**src/rtl/alu_pkg.sv**
```systemverilog
// alu_pkg: shared constants and types for the ALU issue stage.
//   - funct codes FN_AND..FN_SBB (4-bit function field from decode)
//   - ALU op encodings OP_AND / OP_OR / OP_ADD (2-bit alu_op)
//   - alu_entry_t: one buffered instruction (funct, a, b, rd)
// ALU_DW / ALU_RW size the entry struct and must match the DW / RW
// parameters used on alu_issue.
package alu_pkg;

  localparam int ALU_DW = 32;
  localparam int ALU_RW = 4;

  localparam logic [3:0] FN_AND = 4'd0;
  localparam logic [3:0] FN_OR  = 4'd1;
  localparam logic [3:0] FN_ADD = 4'd2;
  localparam logic [3:0] FN_SUB = 4'd3;
  localparam logic [3:0] FN_ADC = 4'd4;
  localparam logic [3:0] FN_SBB = 4'd5;

  localparam logic [1:0] OP_AND = 2'b00;
  localparam logic [1:0] OP_OR  = 2'b01;
  localparam logic [1:0] OP_ADD = 2'b10;

  typedef struct packed {
    logic [3:0]        funct;
    logic [ALU_DW-1:0] a;
    logic [ALU_DW-1:0] b;
    logic [ALU_RW-1:0] rd;
  } alu_entry_t;

  localparam int ENTRY_W = $bits(alu_entry_t);

endpackage

```
**src/rtl/alu_skid_buf.sv**
```systemverilog
// alu_skid_buf: 2-entry FIFO-ordered valid/ready buffer.
// Ports:
//   clk, rst_n           clock, synchronous active-low reset
//   in_valid / in_ready  upstream handshake (in_ready is a register)
//   in_data  [PW]        payload captured on an input handshake
//   out_valid/out_ready  downstream handshake
//   out_data [PW]        head entry; holds its last value when empty
// Slot 0 is always the head, so an empty buffer keeps showing the last
// issued payload and the output needs no mux.
module alu_skid_buf #(
  parameter int PW = 8
) (
  input  logic          clk,
  input  logic          rst_n,
  input  logic          in_valid,
  output logic          in_ready,
  input  logic [PW-1:0] in_data,
  output logic          out_valid,
  input  logic          out_ready,
  output logic [PW-1:0] out_data
);

  logic [1:0]    cnt_p0;
  logic [1:0]    cnt_nxt;
  logic          rdy_p0;
  logic [PW-1:0] slot0_p0;
  logic [PW-1:0] slot1_p0;
  logic          push;
  logic          pop;

  assign push = in_valid && rdy_p0;
  assign pop  = (cnt_p0 != 2'd0) && out_ready;

  always_comb begin
    cnt_nxt = cnt_p0;
    if (push && !pop)
      cnt_nxt = cnt_p0 + 2'd1;
    else if (!push && pop)
      cnt_nxt = cnt_p0 - 2'd1;
  end

  // Storage boundary: occupancy, registered ready and the two slots
  always_ff @(posedge clk) begin
    if (!rst_n) begin
      cnt_p0   <= 2'd0;
      rdy_p0   <= 1'b0;
      slot0_p0 <= '0;
      slot1_p0 <= '0;
    end else begin
      cnt_p0 <= cnt_nxt;
      rdy_p0 <= (cnt_nxt != 2'd2);
      if (pop && cnt_p0 == 2'd2)
        slot0_p0 <= slot1_p0;
      // A push lands in the first free slot after any simultaneous pop.
      if (push) begin
        if ((cnt_p0 == 2'd0) || (cnt_p0 == 2'd1 && pop))
          slot0_p0 <= in_data;
        else
          slot1_p0 <= in_data;
      end
    end
  end

  assign in_ready  = rdy_p0;
  assign out_valid = (cnt_p0 != 2'd0);
  assign out_data  = slot0_p0;

endmodule

```
**src/rtl/alu_issue.sv**
```systemverilog
// alu_issue: issue stage in front of the combinational 32-bit ALU.
// Buffers decoded instructions in a 2-entry skid buffer, decodes the head
// funct into alu_op/alu_biv/alu_cin and keeps a carry flag fed by alu_cout.
// Ports:
//   clk, rst_n                        clock, synchronous active-low reset
//   in_valid/in_ready                 upstream handshake
//   in_funct, in_a, in_b, in_rs1/2, in_rd   decoded instruction
//   out_valid/out_ready               handshake with writeback
//   alu_a, alu_b, alu_op, alu_biv, alu_cin  ALU control and operands
//   alu_cout                          ALU carry out (combinational)
//   out_rd, out_illegal, carry_flag   head rd, undefined funct, carry flag
//   wb_valid, wb_rd, wb_data          writeback bypass
// Optional feature: define ALU_ISSUE_FWD_EN to bypass writeback data into
// captured operands; otherwise the wb_* ports are ignored.
module alu_issue
  import alu_pkg::*;
#(
  parameter int DW = 32,
  parameter int RW = 4
) (
  input  logic          clk,
  input  logic          rst_n,
  input  logic          in_valid,
  output logic          in_ready,
  input  logic [3:0]    in_funct,
  input  logic [DW-1:0] in_a,
  input  logic [DW-1:0] in_b,
  input  logic [RW-1:0] in_rs1,
  input  logic [RW-1:0] in_rs2,
  input  logic [RW-1:0] in_rd,
  output logic          out_valid,
  input  logic          out_ready,
  output logic [DW-1:0] alu_a,
  output logic [DW-1:0] alu_b,
  output logic [1:0]    alu_op,
  output logic          alu_biv,
  output logic          alu_cin,
  input  logic          alu_cout,
  output logic [RW-1:0] out_rd,
  output logic          out_illegal,
  output logic          carry_flag,
  input  logic          wb_valid,
  input  logic [RW-1:0] wb_rd,
  input  logic [DW-1:0] wb_data
);

  alu_entry_t cap_p0;
  alu_entry_t head_p1;
  logic       vld_p1;
  logic       carry_p1;

  always_comb begin
    cap_p0       = '0;
    cap_p0.funct = in_funct;
    cap_p0.a     = in_a;
    cap_p0.b     = in_b;
    cap_p0.rd    = in_rd;
`ifdef ALU_ISSUE_FWD_EN
    // Register 0 is never a bypass source.
    if (wb_valid && (wb_rd != '0) && (wb_rd == in_rs1))
      cap_p0.a = wb_data;
    if (wb_valid && (wb_rd != '0) && (wb_rd == in_rs2))
      cap_p0.b = wb_data;
`endif
  end

`ifndef ALU_ISSUE_FWD_EN
  logic unused_fwd;
  assign unused_fwd = ^{wb_valid, wb_rd, wb_data, in_rs1, in_rs2};
`endif

  // Capture -> buffer head boundary
  alu_skid_buf #(.PW(ENTRY_W)) u_buf (
    .clk      (clk),
    .rst_n    (rst_n),
    .in_valid (in_valid),
    .in_ready (in_ready),
    .in_data  (cap_p0),
    .out_valid(vld_p1),
    .out_ready(out_ready),
    .out_data (head_p1)
  );

  // Carry is read at the head, so an ADC right behind an ADD sees the
  // flag written by that ADD's handshake.
  always_comb begin
    alu_op      = OP_AND;
    alu_biv     = 1'b0;
    alu_cin     = 1'b0;
    out_illegal = 1'b0;
    case (head_p1.funct)
      FN_AND: alu_op = OP_AND;
      FN_OR:  alu_op = OP_OR;
      FN_ADD: alu_op = OP_ADD;
      FN_SUB: begin alu_op = OP_ADD; alu_biv = 1'b1; alu_cin = 1'b1;     end
      FN_ADC: begin alu_op = OP_ADD;                 alu_cin = carry_p1; end
      FN_SBB: begin alu_op = OP_ADD; alu_biv = 1'b1; alu_cin = carry_p1; end
      default: out_illegal = 1'b1;
    endcase
  end

  // Carry flag boundary: only arithmetic codes 2..5 update it
  always_ff @(posedge clk) begin
    if (!rst_n)
      carry_p1 <= 1'b0;
    else if (vld_p1 && out_ready && (alu_op == OP_ADD))
      carry_p1 <= alu_cout;
  end

  assign out_valid  = vld_p1;
  assign alu_a      = head_p1.a;
  assign alu_b      = head_p1.b;
  assign out_rd     = head_p1.rd;
  assign carry_flag = carry_p1;

endmodule

```
**config.mk**
```make
export PLATFORM = sky130hd
export DESIGN_NAME = alu_issue
export DESIGN_NICKNAME = d
export VERILOG_FILES = /design/src/rtl/alu_pkg.sv /design/src/rtl/alu_skid_buf.sv /design/src/rtl/alu_issue.sv
export SDC_FILE = /design/constraint.sdc
export NUM_CORES = 1
export LEC_CHECK = 0
export ABC_AREA = 1
export CAP_MARGIN = 20
export CORE_AREA = 2 2 154 96
export CTS_CLUSTER_DIAMETER = 50
export DETAILED_ROUTE_END_ITERATION = 10
export DIE_AREA = 0 0 156 98
export GPL_TIMING_DRIVEN = 0
export PLACE_DENSITY = 0.83
export SKIP_LAST_GASP = 1
export SLEW_MARGIN = 20
export SYNTH_ARGS = -nofsm -noshare
export SYNTH_HDL_FRONTEND = slang
export SYNTH_HIERARCHICAL = 1
export SYNTH_SLANG_ARGS = --single-unit
```
**constraint.sdc**
```tcl
create_clock -name clk -period 1.6 [get_ports clk]
set_input_delay 0.32 -clock clk [delete_from_list [all_inputs] [get_ports clk]]
set_output_delay 0.32 -clock clk [all_outputs]
set_load 0.005 [all_outputs]
```
Word level (Yosys, flattened, before mapping) --
Index checks and enable logic that the tools add are counted.
Storage, ports and cells: register bits after elaboration 148, input bits 122, output and inout bits 76, word-level logic and storage cells 44
Operators by class: $add $sub $neg 2, equal/unequal tests 9, multiplexer cells 9, bitwise operators 1, reductions and logical operators 18
Operator list (number):
- $mux 72 | 3
- $eq 4x2->1 const B | 2
- $eq 4x3->1 const B | 2
- $logic_and 1x1->1 | 7
- $reduce_or 6->1 | 1
- $eq 2x2->1 const B | 2
- $eq 4x1->1 const B | 1
- $logic_not 4->1 | 1
- $mux 2 | 2
- $pmux 2 s2 | 1
- $reduce_or 2->1 | 2
- $reduce_or 4->1 | 1
- $add 2x1->2 const B | 1
- $eq 2x1->1 const B | 1
- $logic_not 1->1 | 2
- $logic_not 2->1 | 1
- $mux 1 | 2
- $ne 2x2->1 const B | 1
- $pmux 1 s2 | 1
- $reduce_and 2->1 | 1
- $reduce_bool 2->1 | 1
- $sub 2x1->2 const B | 1
- $logic_or 1x1->1 | 1
- $not 1->1 | 1

Depth between registers and ports, before layout --
Gate-level depths: netlist (run 1).
depth after elaboration 6, gate-level depth with buffers 10, gate-level depth less buffers 9

Cells and area by module --
Netlist (run 1), hierarchy kept.
Modules (own cells, without submodules):
- alu_skid_buf | times used 1, cells each 885, area each 6259.8 um^2, seq. area each 2942.8 um^2
- alu_issue | times used 1, cells each 20, area each 127.6 um^2, seq. area each 20.0 um^2

Worst setup path after synthesis (run 1) --
No wires, ideal clock.
path kind reg-to-reg, start point register u_buf.cnt_p0[0], end point register u_buf.slot0_p0[33], in the netlist u_buf/out_data[33], library setup time 0.117 ns, arrival 1.339 ns, required time 1.483 ns, slack 0.143 ns, cell stages (with the launch flop) 11, path buffers 2, period minus slack after synthesis 1.457 ns, cell sequence dfxtp_1 -> inv_1 -> ha_1 -> inv_2 -> nand3_4 -> buf_6 -> buf_6 -> nand2_1 -> o21ai_1 -> nor2_1 -> nor2_1
On the way: cells in the longest elaborated chain, start to end 6, elaborated cells on any way between the ends 11
Ends and longest elaborated chain:
- from (decl) | RTL line alu_skid_buf.sv:23 | logic [1:0] cnt_p0;
- from (signal assigned) | RTL line alu_skid_buf.sv:50 | cnt_p0 <= cnt_nxt;
- $reduce_bool 2->1 (*)
- via out_valid | RTL line alu_issue.sv:31 | output logic out_valid,
- $logic_and 1x1->1 (*) | RTL line alu_skid_buf.sv:32 | assign pop = (cnt_p0 != 2'd0) && out_ready;
- $logic_and 1x1->1 (on tied branches) | RTL line alu_skid_buf.sv:52, alu_skid_buf.sv:56
- $mux 72 / $logic_or 1x1->1 (equally long branches) | RTL line alu_skid_buf.sv:52, alu_skid_buf.sv:56
- $mux 72 | RTL line alu_skid_buf.sv:56 | if ((cnt_p0 == 2'd0) || (cnt_p0 == 2'd1 && pop))
- $mux 72 (*) | RTL line alu_skid_buf.sv:55 | if (push) begin
- to (signal assigned) | RTL line alu_skid_buf.sv:53 | slot0_p0 <= slot1_p0;
- to (signal assigned) | RTL line alu_skid_buf.sv:57 | slot0_p0 <= in_data;
- to (decl) | RTL line alu_skid_buf.sv:26 | logic [PW-1:0] slot0_p0;
The timed path passes the listed nets; every way through them passes the cells marked *. A chain may end at the register's enable or synchronous reset.

Worst setup path in the final report (run 1) --
start point register u_buf.cnt_p0[1], end point register u_buf.slot0_p0[20], in the netlist u_buf/out_data[20]
On the way: cells in the longest elaborated chain, start to end 6, elaborated cells on any way between the ends 11
Ends and longest elaborated chain (RTL line):
- $reduce_bool 2->1 | alu_skid_buf.sv:32
- $logic_and 1x1->1 | alu_skid_buf.sv:32
- $logic_and 1x1->1 (on tied branches) | alu_skid_buf.sv:52, alu_skid_buf.sv:56
- $mux 72 / $logic_or 1x1->1 (equally long branches) | alu_skid_buf.sv:52, alu_skid_buf.sv:56
- $mux 72 | alu_skid_buf.sv:56
- $mux 72 (*) | alu_skid_buf.sv:55
Mark *: on every way between the ends. The rest lies on a longest branch, timed or not.

==> results of run 1 <==
per-layer routing:
metal  vias to the layer above  wire (um)  GRT usage
met5                         -          0          0
met4                         0        252     0.0699
li1                       3259          -          -
met1                      3129       9200      0.354
met2                       311       9100      0.382
met3                        31       1760     0.0506
registers in the layout, summed over array words and instances (netlist names):
| signal | flops |
|---|---|
| u_buf/out_data | 72 |
| u_buf/slot1_p0 | 72 |
| u_buf/cnt_p0 | 2 |
| carry_flag | 1 |
| u_buf/in_ready | 1 |
Yosys cell counts, drive strengths merged:
cell type | instances | area, sq um
o21ai | 216 | 1090
dfxtp | 148 | 2960
clkbuf | 22 | 82.6
a21boi | 1 | 7.51
ha | 3 | 37.5
nand2 | 88 | 358
buf | 37 | 317
nor4 | 1 | 6.26
nor2 | 291 | 1110
clkinv | 2 | 12.5
nand3 | 8 | 62.6
o21a | 1 | 7.51
a21oi | 2 | 10.0
o22ai | 1 | 6.26
inv | 84 | 318
power groups by stage:
stage          clock, uW  sequential (uW)  combinational [uW]
6_report            4380             5380                5720
3_5_place_dp           0             5290                4840
4_1_cts             4400             5270                5140
2_1_floorplan          0             5210                2780
5_1_grt             4600             5480                6240
3_3_place_gp           0             5260                4710
path summary, 6_finish.rpt:
| kind | from | endpoint | slack (ns) | cells after the start |
|---|---|---|---|---|
| worst min register to register | carry_flag | carry_flag | 0.49 | 2 |
| worst max register to register | u_buf/cnt_p0[1] | u_buf/out_data[20] | -0.08 | 11 |
| worst max-delay path | u_buf/cnt_p0[1] | u_buf/out_data[20] | -0.08 | 11 |
| worst min-delay path | carry_flag | carry_flag | 0.49 | 2 |
per-stage QoR:
stage                     instance area (sq um)  instances  setup TNS (ns)
after CTS                                  8990       1284         -0.0814
after floorplan                            6390        905               0
after global routing                       9630       1299           -9.68
after global placement                     8130       1237          -41.66
after detailed placement                   8130       1237          -44.47
final                                      9630       1299          -0.768
layout make-up:
| type | count | share of cell area |
|---|---|---|
| clock inverter | 13 | 0.0203 |
| inverter | 86 | 0.0356 |
| clock buffer | 19 | 0.0470 |
| sequential | 148 | 0.315 |
| buffer | 58 | 0.0487 |
| tap | 180 | 0.0234 |
| multi-input combinational | 614 | 0.308 |
| timing repair inverter | 1 | 0.000910 |
| timing repair buffer | 180 | 0.201 |
worst max-delay path, cell delays in order, from the launching register on:
cell	delay, ns
dfxtp_2	0.34
inv_2	0.05
ha_4	0.16
inv_4	0.06
buf_6	0.14
nand3_4	0.13
buf_12	0.21
buf_6	0.15
nand2_1	0.05
o21ai_1	0.06
nor2_1	0.14
nor2_1	0.07
logic make-up after synthesis:
family,count (synthesis),share of synthesized area
buf+inv,145,0.114
flops,148,0.464
simple gates,388,0.241
compound gates,221,0.175
fa+ha+maj,3,0.00588
what timing repair did:
| action | CTS | global route |
|---|---|---|
| buffers inserted | 13 | 8 |
| cloned | 2 | 8 |
| setup endpoints to repair | 174 | 199 |
| pin swaps | 5 | 44 |
| gates resized for setup | 91 | 146 |
==> flow_metrics.tcl, run 1 <==
set metrics [dict create \
    skew_ns 0.0100 \
    yosys_register_bits 148 \
    max_cap_viol_count 0 \
    clock_latency_ns 0.42 \
    grt_pass1_vias 6156 \
    synth.distinct_cells 27 \
    slew_headroom 0.675 \
    grt_pass1_wl_um 30200 \
    antenna_found_initial 0 \
    final_cell_mix "nor2_1 (285), o21ai_0 (110), dfxtp_1 (110)" \
    p_clk_frac 0.283 \
    die_area_sq_um 15300 \
    cp.required_ns 1.90 \
    area_growth_pct 50.7 \
    cp_max_fo 10 \
    rsz0062_at_grt "true" \
    row_count 34 \
    period_needed_ns 1.68 \
    maxSlewViolCount 0 \
    io_buffers 152 \
    postCtsHoldBufs 0 \
    power_density_nw_per_um2 1610 \
    drt_pass1_iterations 5 \
    yosysSeqAreaShare 0.464 \
    cts.path.max_buffers 2 \
    wirelength_um 20300 \
    grt_usage 0.248 \
    ys_warn_count 6 \
    seq_power_share 0.348 \
    die_h_um 98 \
    vias 6730 \
    syn_inst 905 \
    numCtsBuffers 17 \
    crit_path_start_kind "flop" \
    dp_hpwl_um 12600 \
    tritoncts "done" \
    fillers 1060 \
    grt_max_degree 17 \
    setup_ws_ns -0.0793 \
    antenna_left 0 \
    drive_gt1_frac 0.197 \
    ir_drop_uv 781 \
    status "complete, but fails checks" \
    io_pins 198 \
    dp_slack_ns -0.395 \
    netlist_area_sq_um 6390 \
    finalHoldViolCount 0 \
    p_leak_uw 0.00448 \
    swShare 0.340 \
    cts_max_level 4 \
    critical_path_arrival_ns 1.98 \
    core-area_sq_um 14000 \
    p_comb_frac 0.370 \
    switchingPower_uw 5270 \
    min_period_over_period 1.05 \
    antenna_cells 0 \
    worst_pin_slew_ns 0.487 \
    gr-total-overflow 0 \
    clk_pin_slew_ns 0.06 \
    drc 0 \
    routed_via_density 5.18 \
    violations "negative setup slack" \
    start_util 0.456 \
    drt_iter0_drc 613 \
    wl_per_cell_um 15.6 \
    mappedNetlistNets 1030 \
    synth.avg_cell_area_sq_um 7.06 \
    fin_total_pwr_uw 15500 \
    setup_violations 36 \
    post-route-util 0.688 \
    gp_congestion 0.834 \
    hold_path_class "reg -> reg" \
    multi_input_area_sq_um 2970 \
    p_int_uw 10200 \
    final_common_cell "nor2_1" \
    critPathCaptureType "flop" \
    fmaxAchievable_mhz 595 \
    clkSinkCount 148 \
    holdWs_ns 0.489 \
    die_w_um 156 \
    clock-root-buffer "clkbuf_16" \
    final-seq-area_sq_um 3030 \
    layout.nets 1231 \
    worst-setup-path-type "reg -> reg" \
]
Power figures use the tool's default switching activity.
==> run 2: changes to the inputs <==
--- a/config.mk
+++ b/config.mk
@@ -7,12 +7,12 @@
 export LEC_CHECK = 0
 export ABC_AREA = 1
 export CAP_MARGIN = 20
-export CORE_AREA = 2 2 154 96
+export CORE_AREA = 2 2 167 103
 export CTS_CLUSTER_DIAMETER = 50
 export DETAILED_ROUTE_END_ITERATION = 10
-export DIE_AREA = 0 0 156 98
+export DIE_AREA = 0 0 169 105
 export GPL_TIMING_DRIVEN = 0
-export PLACE_DENSITY = 0.83
+export PLACE_DENSITY = 0.73
 export SKIP_LAST_GASP = 1
 export SLEW_MARGIN = 20
 export SYNTH_ARGS = -nofsm -noshare
==> constraint.sdc (replaced) <==
create_clock -name clk -period 1.6 [get_ports clk]
set_input_delay 0.32 -clock clk [delete_from_list [all_inputs] [get_ports clk]]
set_output_delay 0.32 -clock clk [all_outputs]
set_load 0.05 [all_outputs]
==> flow_metrics.tcl, run 2 (synthesis results as in run 1) <==
set metrics [dict create \
    cts.path.max_buffers 2 \
    min_period_over_period 1.06 \
    ir_drop_uv 838 \
    clkSinkCount 148 \
    grt_pass1_wl_um 30300 \
    final_common_cell "nor2_1" \
    violations "negative setup slack" \
    layout.nets 1225 \
    grt_usage 0.216 \
    worst-setup-path-type "reg -> out" \
    drt_pass1_iterations 5 \
    io_buffers 152 \
    period_needed_ns 1.69 \
    hold_start "u_buf/slot1_p0[11]" \
    row_count 36 \
    holdWs_ns 0.494 \
    die_area_sq_um 17700 \
    critical_path_arrival_ns 1.37 \
    antenna_left 0 \
    gr-total-overflow 0 \
    cts_max_level 4 \
    p_leak_uw 0.00381 \
    wirelength_um 20100 \
    clock-root-buffer "clkbuf_16" \
    r2r_start "u_buf/cnt_p0[0]" \
    drt_iter0_drc 565 \
    antenna_cells 0 \
    crit_path_start_kind "flop" \
    dp_hpwl_um 13000 \
    fmaxAchievable_mhz 592 \
    maxSlewViolCount 0 \
    finalHoldViolCount 0 \
    grt_max_degree 17 \
    numCtsBuffers 17 \
    status "complete, but fails checks" \
    skew_ns 0.0114 \
    hold_path_class "reg -> reg" \
    crit_start "u_buf/out_data[70]" \
    setup_ws_ns -0.0899 \
    io_pins 198 \
    critPathCaptureType "primary output" \
    wl_per_cell_um 15.2 \
    max_cap_viol_count 0 \
    gp_congestion 0.786 \
    fillers 1486 \
    vias 6519 \
    routed_via_density 4.93 \
    cp_max_fo 5 \
    die_h_um 105 \
    post-route-util 0.592 \
    die_w_um 169 \
    final-seq-area_sq_um 2980 \
    multi_input_area_sq_um 3040 \
    slew_headroom 0.666 \
    drc 0 \
    worst_pin_slew_ns 0.504 \
    setup_violations 9 \
    grt_pass1_vias 5787 \
    drive_gt1_frac 0.226 \
    final_cell_mix "nor2_1 (250), dfxtp_1 (143), o21ai_0 (108)" \
    antenna_found_initial 0 \
    area_growth_pct 49.4 \
    core-area_sq_um 16100 \
    clock_latency_ns 0.42 \
    tritoncts "done" \
    clk_pin_slew_ns 0.06 \
    start_util 0.396 \
    cp.required_ns 1.28 \
    rsz0062_at_grt "true" \
    power_density_nw_per_um2 1780 \
]
run 2: changes by cell type in the layout (fill, tap and decap cells not counted), moves of 19 or more:
cell and change:
clkbuf_2 +36, dlymetal6s2s_1 -36, nor2_1 -35, clkdlybuf4s15_2 +34
dfxtp_1 +33, dfxtp_2 -30, nand2_1 +23, clkdlybuf4s50_1 -21
nor2_4 +19
run 2: final timing paths:
path,endpoint,slack (ns),cells after the start
setup / recovery,alu_op[0],-0.09,2
hold / removal,u_buf/slot1_p0[11],0.49,2
setup reg to reg,u_buf/slot1_p0[3],-0.04,11
hold reg to reg,u_buf/slot1_p0[11],0.49,2
run 2: report_power, final:
group	leakage (uW)	internal, uW	total [uW]	switching, uW
clock network	0.000276	2370	4010	1640
logic	0.00232	2720	7690	4970
registers	0.00121	4690	5290	603
run 2: metal layers:
metal  vias to the layer above  wire (um)  share of wire  GRT usage
li1                       3249          -              -          -
met1                      3010       9940           0.49      0.329
met2                       242       8440           0.42      0.308
met3                        18       1540          0.077     0.0420
met4                         0        188         0.0093     0.0519
met5                         -          0              0          0
run 2: stage by stage:
| step | power [uW] | setup slack (ns) | std cells | cell area (sq um) | TNS, ns |
|---|---|---|---|---|---|
| floorplan | 9930 | -0.0507 | 905 | 6410 | -0.0507 |
| global placement | 12000 | -0.457 | 1266 | 8190 | -44.86 |
| detailed placement | 12100 | -0.439 | 1266 | 8190 | -46.27 |
| CTS | 16200 | -0.255 | 1305 | 9010 | -0.513 |
| global route | 18000 | -0.122 | 1322 | 9550 | -1.89 |
| finish | 17000 | -0.0899 | 1322 | 9550 | -0.328 |
run 2: what timing repair did:
item | in CTS | in global routing
gates cloned | 2 | 9
setup endpoints to repair | 218 | 182
pin swaps | 5 | 27
gates resized for setup | 247 | 178
setup buffers | 5 | 12
hold buffers | 0 | 0
run 2: cell type report:
class	instances	area share
multi-input cells	614	0.319
repair inverters	2	0.00262
plain buffers	55	0.0511
inverters	86	0.0385
clock buffers	20	0.0468
well taps	209	0.0274
flip-flops and latches	148	0.312
clock inverters	12	0.0152
repair buffers	176	0.188
run 2: worst max-delay path, stage by stage (launching register included):
cell,delay [ns]
dfxtp_4,0.38
nor4_4,0.37
buf_6,0.21
